==> config.mk <==
export PLATFORM = sky130hd
export DESIGN_NAME = fsm_stream_sched
export DESIGN_NICKNAME = d
export VERILOG_FILES = /design/src/rtl/fsm_stream_sched.sv
export SDC_FILE = /design/constraint.sdc
export NUM_CORES = 1
export LEC_CHECK = 0
export ABC_AREA = 1
export CORE_ASPECT_RATIO = 1.2
export CORE_MARGIN = 2
export CORE_UTILIZATION = 50
export DETAILED_ROUTE_END_ITERATION = 16
export PLACE_DENSITY = 0.82
export REMOVE_ABC_BUFFERS = 1
export SLEW_MARGIN = 20
export SYNTH_ARGS = -nofsm -noshare
export SYNTH_HDL_FRONTEND = slang
export SYNTH_SLANG_ARGS = --single-unit
==> constraint.sdc <==
create_clock -name clk -period 2.9 [get_ports clk]
set_clock_uncertainty 0.15 [all_clocks]
set_input_delay 0.58 -clock clk [delete_from_list [all_inputs] [get_ports clk]]
set_output_delay 0.58 -clock clk [all_outputs]
set_load 0.01 [all_outputs]
==> src/rtl/fsm_stream_sched.sv <==
// rtl/fsm_stream_sched.sv - round-robin scheduler feeding one serial detector and counting its hits per word
module fsm_stream_sched #(
    parameter int WIDTH = 8,
    parameter int CNT_W = 4
) (
    input  logic             clk,
    input  logic             rst,
    input  logic             req0,
    input  logic [WIDTH-1:0] data0,
    input  logic             req1,
    input  logic [WIDTH-1:0] data1,
    output logic             gnt0,
    output logic             gnt1,
    output logic             a,
    input  logic             out1,
    input  logic             out2,
    output logic             busy,
    output logic             done,
    output logic             done_id,
    output logic [CNT_W-1:0] hit1_cnt,
    output logic [CNT_W-1:0] hit2_cnt
);

    localparam int BW = $clog2(WIDTH);
    localparam logic [BW-1:0] LAST_BIT = BW'(WIDTH - 1);

    typedef enum logic [1:0] {IDLE, SHIFT, DRAIN, REPORT} state_t;

    state_t           state;
    state_t           state_nxt;
    logic [WIDTH-1:0] shreg;
    logic [BW-1:0]    bitcnt;
    logic             owner;
    logic             last;
    logic [CNT_W-1:0] hit1;
    logic [CNT_W-1:0] hit2;
    logic             accept;
    logic             win;

    // Counters stick at all-ones instead of wrapping.
    function automatic logic [CNT_W-1:0] sat_inc(input logic [CNT_W-1:0] v, input logic en);
        return (en && (v != {CNT_W{1'b1}})) ? v + CNT_W'(1) : v;
    endfunction

    // Arbitration: a lone request wins; on a tie the requester that did not win the last tie goes.
    always_comb begin
        win    = (req0 && req1) ? ~last : req1;
        accept = (state == IDLE) && (req0 || req1);
    end

    // Next-state and per-state outputs.
    always_comb begin
        state_nxt = state;
        a         = 1'b0;
        gnt0      = 1'b0;
        gnt1      = 1'b0;
        busy      = 1'b1;
        done      = 1'b0;
        case (state)
            IDLE: begin
                busy = 1'b0;
                if (accept) state_nxt = SHIFT;
            end
            SHIFT: begin
                a    = shreg[WIDTH-1];
                gnt0 = (bitcnt == '0) && !owner;
                gnt1 = (bitcnt == '0) && owner;
                if (bitcnt == LAST_BIT) state_nxt = DRAIN;
            end
            DRAIN:   state_nxt = REPORT;
            REPORT: begin
                done      = 1'b1;
                state_nxt = IDLE;
            end
            default: state_nxt = IDLE;
        endcase
    end

    // State register.
    always_ff @(posedge clk) begin
        if (rst) state <= IDLE;
        else     state <= state_nxt;
    end

    // Word capture, shifting and hit counting; flags lag a by one cycle so the first SHIFT sample is skipped and DRAIN picks up the last bit.
    always_ff @(posedge clk) begin
        if (rst) begin
            shreg  <= '0;
            bitcnt <= '0;
            owner  <= 1'b0;
            last   <= 1'b1;
            hit1   <= '0;
            hit2   <= '0;
        end else begin
            case (state)
                IDLE: begin
                    if (accept) begin
                        shreg  <= win ? data1 : data0;
                        owner  <= win;
                        bitcnt <= '0;
                        hit1   <= '0;
                        hit2   <= '0;
                        if (req0 && req1) last <= win;
                    end
                end
                SHIFT: begin
                    shreg  <= {shreg[WIDTH-2:0], 1'b0};
                    bitcnt <= bitcnt + BW'(1);
                    if (bitcnt != '0) begin
                        hit1 <= sat_inc(hit1, out1);
                        hit2 <= sat_inc(hit2, out2);
                    end
                end
                DRAIN: begin
                    hit1 <= sat_inc(hit1, out1);
                    hit2 <= sat_inc(hit2, out2);
                end
                default: ;
            endcase
        end
    end

    assign done_id  = owner;
    assign hit1_cnt = hit1;
    assign hit2_cnt = hit2;

endmodule

==> out/metrics.yaml <==
async_flop_share_pct: 0
path_class: "reg -> out"
num_antenna_cells: 0
hpwl_um: 2300
cts_buffers: 3
hold_viol_final: 0
ys_warn_count: 0
worstMarginPinSlew_ps: 451
synth_edf_count: 0
ctsHoldBuffers: 0
die_h_um: 61.2
ys_seq_elements: 23
crit_start: "state[1]"
hold_start: "last"
vias: 1411
die_w_um: 51.6
fmax_mhz: 389
synth_area_mm2: 0.00136
die_area_mm2: 0.00316
cts_sinks: 23
grt_start_max_net_pins: 16
worst_slack_ps: 332
yosys.area.top_type_share_pct: 33.8
yosysSeqAreaShare_pct: 33.8
clk_path_buf_depth: 2
antenna_found_initial: 0
synthFlopType: "dfxtp_1"
drt_iter0_drc: 38
grt_pass1_wl_um: 5330
cts_max_level: 1
cp-end-kind: "primary output"
cp.arrival_ps: 1840
path_max_fanout: 14
syn_inst: 198
wl_um: 2990
post_cts_buffers: 0
cp-start-kind: "flip-flop"
portBuffers: 35
viasPerCell: 5.25
netlist_top_cells_area: "dfxtp_1, nand2_1, ha_1, a21oi_1, inv_1"
worstSkewPairLatency_ps: 310
relSlewSlack_pct: 69.9
gpl.final_weighted_congestion: 0.767
timing.final.crit_share_pct: 88.6
rows: 20
core-area_mm2: 0.00255
required_ps: 2170
ys_types: 21
cts-resized-gates: 0
place_ws_ps: 677
hold_path_class: "reg -> reg"
gr-total-overflow: 0
grt.total_usage_pct: 22.0
wire_per_inst_um: 11.1
synth_commonest_cells: "nand2_1, a21oi_1, inv_1, dfxtp_1, nor2_1"
cts_tree: "done"
antenna_left: 0
p_leak_nw: 0.788
area_growth_pct: 30.9
setup_tns_ps: 0
power_density_mw_per_mm2: 824
yosysMostFrequentCell: "nand2_1"
dp.cells: 265
finalNonFillerCells: 269
rsz0062_at_grt: "false"
post-route-drc-count: 0
final_nets: 270
ios: 36
clk_pin_slew_ps: 130
synth_top_area_cell: "dfxtp_1"
fin_crit_ps: 2570
syn_avg_cell_area_um2: 6.88
r2r-start: "state[0]"
drv_slew: 0
grt_pass1_vias: 1346
drt_pre_antenna_iters: 4
status: "finished clean"
clockRootBuffer: "clkbuf_4"
start_util_pct: 53.3
setup_viol: 0
vdd_drop_max_v: 0.000605
cap_violations: 0
layout-drive-gt1-share_pct: 5.93
[worst max-delay path, cell delays in order (launching register included)]
cell and delay [ps]:
dfxtp_1 360, inv_1 130, ha_1 190, buf_4 200
nand2_1 70, inv_1 50, clkdlybuf4s50_1 520
[layout by cell type, fill, tap and decap left out]
cell type         n
or2_2             1
o21ai_2           3
dfxtp_1          23
nor3_1            2
a21oi_2           1
clkbuf_4          3
o211ai_1          7
inv_2             1
nor2_1           19
buf_4             2
clkinv_2          1
clkdlybuf4s50_1  35
nand2_1          47
inv_1            26
nand3_1          11
a21oi_1          26
o21ai_0          10
nand2_2           1
ha_1             11
a211oi_1          1
nand4_1           2
xnor2_1           2
nand3_4           1
[sequential cells by signal, indices dropped and copies added (netlist names)]
name / count
bitcnt: 3
done_id: 1
hit1_cnt: 4
hit2_cnt: 4
last: 1
shreg: 8
state: 2
[path summary, 6_finish.rpt]
path                                     to  depth (start not counted)  slack, ps
worst min register to register         last                          2        330
worst max register to register  hit1_cnt[0]                          8       1030
worst min-delay path                   last                          2        330
worst max-delay path                      a                          6        330
[through the flow]
step | utilization (%) | hold WS (ps) | total power (W) | cell area, µm²
2_1_floorplan | - | 290 | 0.00105 | 1350
5_1_grt | 69.8 | 367 | 0.00162 | 1780
3_3_place_gp | 68.7 | 312 | 0.00130 | 1750
3_5_place_dp | 68.7 | 317 | 0.00132 | 1750
6_report | 69.8 | 333 | 0.00147 | 1780
4_1_cts | 69.8 | 336 | 0.00148 | 1780
[power by group]
group	internal [W]	switching (W)	leakage, nW
Sequential	0.000414	0.0000800	0.189
Combinational	0.000326	0.000495	0.581
Clock	0.0000516	0.000102	0.0177
Total	0.000791	0.000677	0.788
[metal layers]
metal | wire length [µm] | vias to the layer above | GRT usage (%)
met1 | 1270 | 632 | 25.0
li1 | - | 726 | -
met4 | 42 | 0 | 10.2
met3 | 160 | 6 | 2.91
met5 | 0 | - | 0
met2 | 1510 | 47 | 41.0
[cells by family (layout without fill, tap and decap cells)]
family / after synthesis / after routing / synth area share [%]
AOI/OAI and AO/OA: 48 / 48 / 20.2
xor gates and xnor gates: 2 / 2 / 1.29
adders and majority gates: 11 / 11 / 10.1
buffers and inverters: 30 / 68 / 8.46
DFF: 23 / 23 / 33.8
and+or+nand+nor: 84 / 84 / 26.1
[layout make-up]
type / instances / area, µm²
Sequential cell: 23 / 460
Inverter: 27 / 101
Timing Repair Buffer: 37 / 365
Fill cell: 242 / 771
Clock buffer: 3 / 22.5
Tap cell: 33 / 41.3
Multi-Input combinational cell: 145 / 786
Clock inverter: 1 / 5.00
Power figures use the tool's default switching activity.
